[src/rtl/load_store_unit_pkg.sv]
// Shared definitions for the load/store unit: funct3 size codes, FSM state encodings
// and the misalignment predicate.
// Optional feature macro: LSU_MISALIGN_TRAP_EN (adds the FAULT state and the trap check).
package load_store_unit_pkg;

    // RISC-V funct3 access-size codes; 3, 6 and 7 are decoded as word everywhere.
    localparam logic [2:0] LSU_SIZE_B  = 3'd0,
                           LSU_SIZE_H  = 3'd1,
                           LSU_SIZE_W  = 3'd2,
                           LSU_SIZE_BU = 3'd4,
                           LSU_SIZE_HU = 3'd5;

`ifdef LSU_MISALIGN_TRAP_EN
    typedef enum logic [1:0] {
        IDLE  = 2'd0,
        REQ   = 2'd1,
        DONE  = 2'd2,
        FAULT = 2'd3
    } lsu_state_e;

    // Halfwords must be 2-byte aligned, words (including the aliased codes) 4-byte aligned.
    function automatic logic lsu_misaligned(input logic [2:0] size, input logic [1:0] lo);
        case (size)
            LSU_SIZE_B, LSU_SIZE_BU: return 1'b0;
            LSU_SIZE_H, LSU_SIZE_HU: return lo[0];
            default:                 return (lo != 2'b00);
        endcase
    endfunction
`else
    typedef enum logic [1:0] {
        IDLE = 2'd0,
        REQ  = 2'd1,
        DONE = 2'd2
    } lsu_state_e;
`endif

endpackage

[src/rtl/load_store_unit_if.sv]
// Core-side and memory-side signals of the load/store unit, bundled as one interface.
// slave: the LSU's view; master: the environment (core + memory) driving it.
// Address width follows the ADDR_W parameter of the instance.
interface load_store_unit_if #(parameter int ADDR_W = 32);
    logic              core_req;
    logic              core_we;
    logic [2:0]        core_size;
    logic [ADDR_W-1:0] core_addr;
    logic [31:0]       core_wd;
    logic [31:0]       core_rd;
    logic              core_stall;
    logic              core_misalign;
    logic              mem_req;
    logic              mem_we;
    logic [3:0]        mem_be;
    logic [ADDR_W-1:0] mem_addr;
    logic [31:0]       mem_wd;
    logic [31:0]       mem_rd;
    logic              mem_ready;

    modport slave (
        input  core_req, core_we, core_size, core_addr, core_wd, mem_rd, mem_ready,
        output core_rd, core_stall, core_misalign, mem_req, mem_we, mem_be, mem_addr, mem_wd
    );

    modport master (
        output core_req, core_we, core_size, core_addr, core_wd, mem_rd, mem_ready,
        input  core_rd, core_stall, core_misalign, mem_req, mem_we, mem_be, mem_addr, mem_wd
    );
endinterface

[src/rtl/load_store_unit_lane_align.sv]
// Byte-lane steering: byte enables and store replication for a request, lane
// extraction plus sign/zero extension for a load response.
// Purely combinational, no handshake.
module lsu_lane_align
    import load_store_unit_pkg::*;
(
    input  logic [2:0]  st_size_i,
    input  logic [1:0]  st_lo_i,
    input  logic [31:0] st_wd_i,
    input  logic [2:0]  ld_size_i,
    input  logic [1:0]  ld_lo_i,
    input  logic [31:0] ld_raw_i,
    output logic [3:0]  st_be_o,
    output logic [31:0] st_wd_o,
    output logic [31:0] ld_data_o
);
    logic [7:0]  ld_byte;
    logic [15:0] ld_half;

    // Request side: halfwords look only at addr[1], so a stray addr[0] is dropped here.
    always_comb begin
        st_be_o = 4'b1111;
        st_wd_o = st_wd_i;
        case (st_size_i)
            LSU_SIZE_B, LSU_SIZE_BU: begin
                st_be_o = 4'b0001 << st_lo_i;
                st_wd_o = {4{st_wd_i[7:0]}};
            end
            LSU_SIZE_H, LSU_SIZE_HU: begin
                st_be_o = 4'b0011 << {st_lo_i[1], 1'b0};
                st_wd_o = {2{st_wd_i[15:0]}};
            end
            default: ;
        endcase
    end

    // Response side: pick the addressed lane, then extend according to signedness.
    always_comb begin
        case (ld_lo_i)
            2'd0:    ld_byte = ld_raw_i[7:0];
            2'd1:    ld_byte = ld_raw_i[15:8];
            2'd2:    ld_byte = ld_raw_i[23:16];
            default: ld_byte = ld_raw_i[31:24];
        endcase
        ld_half = ld_lo_i[1] ? ld_raw_i[31:16] : ld_raw_i[15:0];
        case (ld_size_i)
            LSU_SIZE_B:  ld_data_o = {{24{ld_byte[7]}}, ld_byte};
            LSU_SIZE_BU: ld_data_o = {24'd0, ld_byte};
            LSU_SIZE_H:  ld_data_o = {{16{ld_half[15]}}, ld_half};
            LSU_SIZE_HU: ld_data_o = {16'd0, ld_half};
            default:     ld_data_o = ld_raw_i;
        endcase
    end
endmodule

[src/rtl/load_store_unit.sv]
// Load/store unit: turns one core access into one word-aligned bus transaction.
// Latency 3 cycles (IDLE, REQ, DONE) plus one per mem_ready wait cycle.
// Stalls the core while accepting and while the bus request is outstanding.
// Optional feature macro: LSU_MISALIGN_TRAP_EN (misaligned H/W accesses fault instead of aligning down).
module load_store_unit
    import load_store_unit_pkg::*;
#(
    parameter int ADDR_W = 32
) (
    input  logic              clk,
    input  logic              rst,
    load_store_unit_if.slave  bus
);
    lsu_state_e        state_q;
    logic              we_q;
    logic [2:0]        size_q;
    logic [1:0]        addr_lo_q;
    logic              mem_req_q;
    logic              mem_we_q;
    logic [3:0]        mem_be_q;
    logic [ADDR_W-1:0] mem_addr_q;
    logic [31:0]       mem_wd_q;
    logic [31:0]       core_rd_q;
    logic [3:0]        st_be_d;
    logic [31:0]       st_wd_d;
    logic [31:0]       core_rd_d;

    lsu_lane_align u_lane_align (
        .st_size_i (bus.core_size),
        .st_lo_i   (bus.core_addr[1:0]),
        .st_wd_i   (bus.core_wd),
        .ld_size_i (size_q),
        .ld_lo_i   (addr_lo_q),
        .ld_raw_i  (bus.mem_rd),
        .st_be_o   (st_be_d),
        .st_wd_o   (st_wd_d),
        .ld_data_o (core_rd_d)
    );

`ifdef LSU_MISALIGN_TRAP_EN
    logic misalign_q;
    assign bus.core_misalign = misalign_q;
`else
    assign bus.core_misalign = 1'b0;
`endif

    // Access sequencer with registered bus outputs; the bus fields are loaded once on
    // acceptance so they stay stable for however long mem_ready is withheld.
    always_ff @(posedge clk) begin
        if (rst) begin
            state_q    <= IDLE;
            we_q       <= 1'b0;
            size_q     <= 3'd0;
            addr_lo_q  <= 2'd0;
            mem_req_q  <= 1'b0;
            mem_we_q   <= 1'b0;
            mem_be_q   <= 4'd0;
            mem_addr_q <= '0;
            mem_wd_q   <= 32'd0;
            core_rd_q  <= 32'd0;
`ifdef LSU_MISALIGN_TRAP_EN
            misalign_q <= 1'b0;
`endif
        end else begin
`ifdef LSU_MISALIGN_TRAP_EN
            misalign_q <= 1'b0;
`endif
            case (state_q)
                IDLE: begin
                    if (bus.core_req) begin
                        we_q      <= bus.core_we;
                        size_q    <= bus.core_size;
                        addr_lo_q <= bus.core_addr[1:0];
`ifdef LSU_MISALIGN_TRAP_EN
                        if (lsu_misaligned(bus.core_size, bus.core_addr[1:0])) begin
                            state_q    <= FAULT;
                            misalign_q <= 1'b1;
                        end else
`endif
                        begin
                            state_q    <= REQ;
                            mem_req_q  <= 1'b1;
                            mem_we_q   <= bus.core_we;
                            mem_be_q   <= st_be_d;
                            mem_addr_q <= {bus.core_addr[ADDR_W-1:2], 2'b00};
                            mem_wd_q   <= st_wd_d;
                        end
                    end
                end
                REQ: begin
                    if (bus.mem_ready) begin
                        mem_req_q <= 1'b0;
                        if (!we_q) begin
                            core_rd_q <= core_rd_d;
                        end
                        state_q <= DONE;
                    end
                end
                default: state_q <= IDLE;
            endcase
        end
    end

    // Stall is combinational so the core freezes in the very cycle it issues the access.
    assign bus.core_stall = !rst && ((bus.core_req && (state_q == IDLE)) || (state_q == REQ));

    assign bus.mem_req  = mem_req_q;
    assign bus.mem_we   = mem_we_q;
    assign bus.mem_be   = mem_be_q;
    assign bus.mem_addr = mem_addr_q;
    assign bus.mem_wd   = mem_wd_q;
    assign bus.core_rd  = core_rd_q;
endmodule

[src/flat_wrapper.sv]
// flat-port wrapper written by rule: the top's interface ports become plain ports
module load_store_unit_flat import load_store_unit_pkg::*;
#(
    parameter int ADDR_W = 32
)
  (clk, rst, bus_core_req, bus_core_we, bus_core_size, bus_core_addr, bus_core_wd, bus_mem_rd, bus_mem_ready, bus_core_rd, bus_core_stall, bus_core_misalign, bus_mem_req, bus_mem_we, bus_mem_be, bus_mem_addr, bus_mem_wd);
  load_store_unit_if #(.ADDR_W(ADDR_W)) bus_i ();
  input  logic clk;
  input  logic rst;
  input wire logic [$bits(bus_i.core_req)-1:0] bus_core_req;
  input wire logic [$bits(bus_i.core_we)-1:0] bus_core_we;
  input wire logic [$bits(bus_i.core_size)-1:0] bus_core_size;
  input wire logic [$bits(bus_i.core_addr)-1:0] bus_core_addr;
  input wire logic [$bits(bus_i.core_wd)-1:0] bus_core_wd;
  input wire logic [$bits(bus_i.mem_rd)-1:0] bus_mem_rd;
  input wire logic [$bits(bus_i.mem_ready)-1:0] bus_mem_ready;
  output wire logic [$bits(bus_i.core_rd)-1:0] bus_core_rd;
  output wire logic [$bits(bus_i.core_stall)-1:0] bus_core_stall;
  output wire logic [$bits(bus_i.core_misalign)-1:0] bus_core_misalign;
  output wire logic [$bits(bus_i.mem_req)-1:0] bus_mem_req;
  output wire logic [$bits(bus_i.mem_we)-1:0] bus_mem_we;
  output wire logic [$bits(bus_i.mem_be)-1:0] bus_mem_be;
  output wire logic [$bits(bus_i.mem_addr)-1:0] bus_mem_addr;
  output wire logic [$bits(bus_i.mem_wd)-1:0] bus_mem_wd;
  assign bus_i.core_req = bus_core_req;
  assign bus_i.core_we = bus_core_we;
  assign bus_i.core_size = bus_core_size;
  assign bus_i.core_addr = bus_core_addr;
  assign bus_i.core_wd = bus_core_wd;
  assign bus_i.mem_rd = bus_mem_rd;
  assign bus_i.mem_ready = bus_mem_ready;
  assign bus_core_rd = bus_i.core_rd;
  assign bus_core_stall = bus_i.core_stall;
  assign bus_core_misalign = bus_i.core_misalign;
  assign bus_mem_req = bus_i.mem_req;
  assign bus_mem_we = bus_i.mem_we;
  assign bus_mem_be = bus_i.mem_be;
  assign bus_mem_addr = bus_i.mem_addr;
  assign bus_mem_wd = bus_i.mem_wd;
  load_store_unit #(.ADDR_W(ADDR_W)) u_core (.clk(clk), .rst(rst), .bus(bus_i));
endmodule
[config.mk]
export PLATFORM = sky130hd
export DESIGN_NAME = load_store_unit_flat
export DESIGN_NICKNAME = d
export VERILOG_FILES = /design/src/rtl/load_store_unit_pkg.sv /design/src/rtl/load_store_unit_if.sv /design/src/rtl/load_store_unit_lane_align.sv /design/src/rtl/load_store_unit.sv /design/src/flat_wrapper.sv
export SDC_FILE = /design/constraint.sdc
export NUM_CORES = 1
export LEC_CHECK = 0
export BUFFER_PORTS_ARGS = -buffer_cell sky130_fd_sc_hd__buf_2
export CAP_MARGIN = 20
export CORE_MARGIN = 2
export CORE_UTILIZATION = 25
export CTS_BUF_LIST = sky130_fd_sc_hd__clkbuf_4 sky130_fd_sc_hd__clkbuf_8
export DETAILED_ROUTE_END_ITERATION = 8
export PLACE_DENSITY = 0.51
export REMOVE_ABC_BUFFERS = 1
export SYNTH_ARGS = -nofsm -noshare
export SYNTH_HDL_FRONTEND = slang
export SYNTH_SLANG_ARGS = --single-unit
[constraint.sdc]
create_clock -name clk -period 2.2 [get_ports clk]
set_clock_uncertainty 0.05 [all_clocks]
set_input_delay 0.33 -clock clk [delete_from_list [all_inputs] [get_ports clk]]
set_output_delay 0.33 -clock clk [all_outputs]
set_load 0.005 [all_outputs]
==> results.yml <==
placed_design:
  dpl.hpwl_um: 9940
  numPortBuffers: 204
  place_inst: 969
  place_congestion: 0.748
  dp_worst_setup_slack_ns: 0.319
  place_area_mm2: 0.00592
yosys:
  ys_seq_elements: 107
  synthesis.area_mm2: 0.00464
  synth_area_leaders: "dfxtp_1 46%, nand2_1 12%, a211oi_1 6.6%"
  synthArstFlopShare_pct: 0
  synth_warnings: 0
  yosysTopAreaCellShare_pct: 46.1
  avgSynthCellArea_um2: 8.14
  synth_top_area_cell: "dfxtp_1"
  synth_edf_count: 0
  ys_types: 34
  yosys_most_used_dff: "dfxtp_1"
  yosysSeqAreaShare_pct: 46.1
  syn_inst: 570
grt:
  grt_pass1_wl_um: 22800
  grt_max_degree: 86
  grt_antenna_before_repair: 0
  grt_pass1_vias: 4265
  grt_usage_pct: 14.4
  grt_overflow_total: 0
drt:
  vias_per_cell: 4.67
  postRouteAntennaNets: 0
  drc: 0
  wire_per_inst_um: 14.5
  wl_um: 14300
  drt_iter0_drc: 151
  firstDrtPassIters: 4
  dr_total_vias: 4599
timing:
  fmax_ghz: 0.548
  timing.final.crit_share_pct: 83.0
  finalHoldViolCount: 0
  post-route-min-period_ns: 1.83
  worstMarginPinSlew_ns: 0.546
  relSlewSlack_pct: 63.6
  rsz0062_at_grt: "no"
  finalSetupTns_ns: 0
  setup_violations: 0
  fin_ws_ns: 0.374
  drv_slew: 0
clocking:
  cts.path.max_buffers: 2
  cts_buffers: 9
  cts-root-buf: "clkbuf_8"
  htreeDepth: 3
  path_clk_slew_ns: 0.11
  holdBufCountCts: 0
  postCtsResizedCells: 0
  worstSkewPairLatency_ns: 0.38
  cts_tree: "done"
  cts.sinks: 107
  cts_setup_buffers: 0
critical_path:
  cp-startpoint: "u_core.size_q[0]$_SDFFE_PP0P_"
  r2r-start: "u_core.size_q[0]$_SDFFE_PP0P_"
  crit_type: "reg2reg"
  required_ns: 2.42
  crit_fanout: 16
  endpoint_kind: "register"
  crit_arrival_ns: 2.04
  critPathCapture: "u_core.bus.core_rd[2]$_SDFFE_PP0P_"
  reg2reg_to: "u_core.bus.core_rd[2]$_SDFFE_PP0P_"
  r2r_cells: 5
  regToRegSetupSlack_ns: 0.37
  cp-start-kind: "register"
layout:
  fin_nets: 855
  drive_gt1_share_pct: 33.3
  area_delta_synth_final_pct: 31.3
  post-route-cell-area_mm2: 0.00609
  diodes: 0
  fin_util_pct: 33.7
  final_cells: 985
floorplan:
  boundaryPins: 208
  dieArea_mm2: 0.0197
  chipWidth_um: 140
  die-height_um: 140
  core_region_area_mm2: 0.0181
  initial_core_util_pct: 25.7
  rows: 49
power:
  clkPwrFrac_pct: 28.2
  pwr-share-comb_pct: 19.0
  p_sw_mw: 1.22
  ir_drop_mv: 0.338
  cellLeakagePower_nw: 2.68
  p_sw_share_pct: 30.1
  pwr-share-seq_pct: 52.8
  p_int_mw: 2.84
  p_per_area_mw_per_mm2: 665
min_path:
  hold_path.class: "in2reg"
  min_from: "bus_core_addr[25]"
job:
  drv_cap: 0
status:
  outcome: "complete, no violations"
## worst min-delay path by stage
| stage | to | slack, ns | cells after the start |
|---|---|---|---|
| 2_1_floorplan | u_core.addr_lo_q[0]$_SDFFE_PP0P_ | 0.35 | 1 |
| 3_3_place_gp | u_core.bus.mem_addr[9]$_SDFFE_PP0P_ | 0.39 | 2 |
| 3_5_place_dp | u_core.bus.mem_addr[8]$_SDFFE_PP0P_ | 0.39 | 2 |
| 4_1_cts | u_core.bus.mem_addr[25]$_SDFFE_PP0P_ | 0.08 | 3 |
| 5_1_grt | u_core.bus.mem_addr[5]$_SDFFE_PP0P_ | 0.1 | 3 |
| 6_report | u_core.bus.mem_addr[25]$_SDFFE_PP0P_ | 0.12 | 3 |
## cells in the mapped netlist, types with 2 or more instances
library cell and n:
nand2_1 146, dfxtp_1 107, a21oi_1 58, nor2_1 52, a211oi_1 41, clkbuf_1 38
o21ai_0 26, mux2i_1 21, mux2_2 13, a311oi_1 9, nand3b_1 9, buf_2 5
a22oi_1 4, a2bb2oi_1 4, buf_4 4, nor4bb_1 4, o21a_1 4, and2_1 3
inv_1 3, buf_1 2, nand2b_1 2, nor3_1 2, o22ai_1 2
## flip-flops by register name (all words and copies together), names as in the netlist
name / flops
u_core.bus.core_rd: 32
u_core.bus.mem_req: 1
u_core.size_q: 3
u_core.addr_lo_q: 2
u_core.bus.mem_wd: 32
u_core.bus.mem_we: 1
u_core.bus.mem_be: 4
u_core.bus.mem_addr: 30
u_core.state_q: 2
## final cells by class
type,instances,area [um^2]
Tap cell,229,287
Clock buffer,9,124
Clock inverter,7,55.1
Sequential cell,107,2140
Timing Repair Buffer,218,1190
Fill cell,1964,12000
Inverter,3,11.3
Multi-Input combinational cell,412,2280
## cells in the final DEF (no fill, tap or decap), types with 2 or more instances in the layout
master and n:
a211oi_1 41, a21oi_1 58, a22oi_1 4, a2bb2oi_1 4, a311oi_1 9, and2_1 3
buf_12 5, buf_2 203, buf_4 10, clkbuf_8 9, clkinv_4 2, clkinvlp_4 5
conb_1 3, dfxtp_1 107, inv_1 3, mux2_2 13, mux2i_1 21, nand2_1 146
nand2b_1 2, nand3b_1 9, nor2_1 52, nor3_1 2, nor4bb_1 4, o21a_1 4
o21ai_0 26, o22ai_1 2
## through the flow
stage          power (mW)  hold WS [ns]
2_1_floorplan        2.55         0.349
3_3_place_gp         2.97         0.390
3_5_place_dp         2.97         0.393
4_1_cts              4.16        0.0761
5_1_grt              4.33        0.0964
6_report             4.05         0.118
## power by group through the flow
stage          sequential (mW)  clock (mW)  combinational [mW]
2_1_floorplan             2.21           0               0.349
3_3_place_gp              2.19           0               0.787
3_5_place_dp              2.19           0               0.782
4_1_cts                   2.15        1.23               0.784
5_1_grt                   2.16        1.30               0.865
6_report                  2.14        1.14               0.769
## worst max-delay path, cell delays in order, from the launching register on
cell and delay (ns):
dfxtp_1 0.67, nand2b_1 0.17, buf_4 0.21, mux2_2 0.35, a22oi_1 0.16, a211oi_1 0.09
## metal layers
metal	part of all wire [%]	GRT usage, %	up-vias
met4	1.1	3.83	0
met5	0	0	-
li1	-	-	2319
met2	44	22.4	171
met3	9.2	5.26	10
met1	45	18.8	2099
## cells by family (layout without fill, tap and decap cells)
group	after synthesis	count (layout)	share of synthesized area, %
AND/OR/NAND/NOR	222	222	19.9
buffers and inverters	53	237	4.91
AO/OA/AOI/OAI	152	152	20.8
other	1	3	0.0808
multiplexers	35	35	8.17
flip-flops	107	107	46.1
No activity file was read; power rests on OpenSTA's default activity.
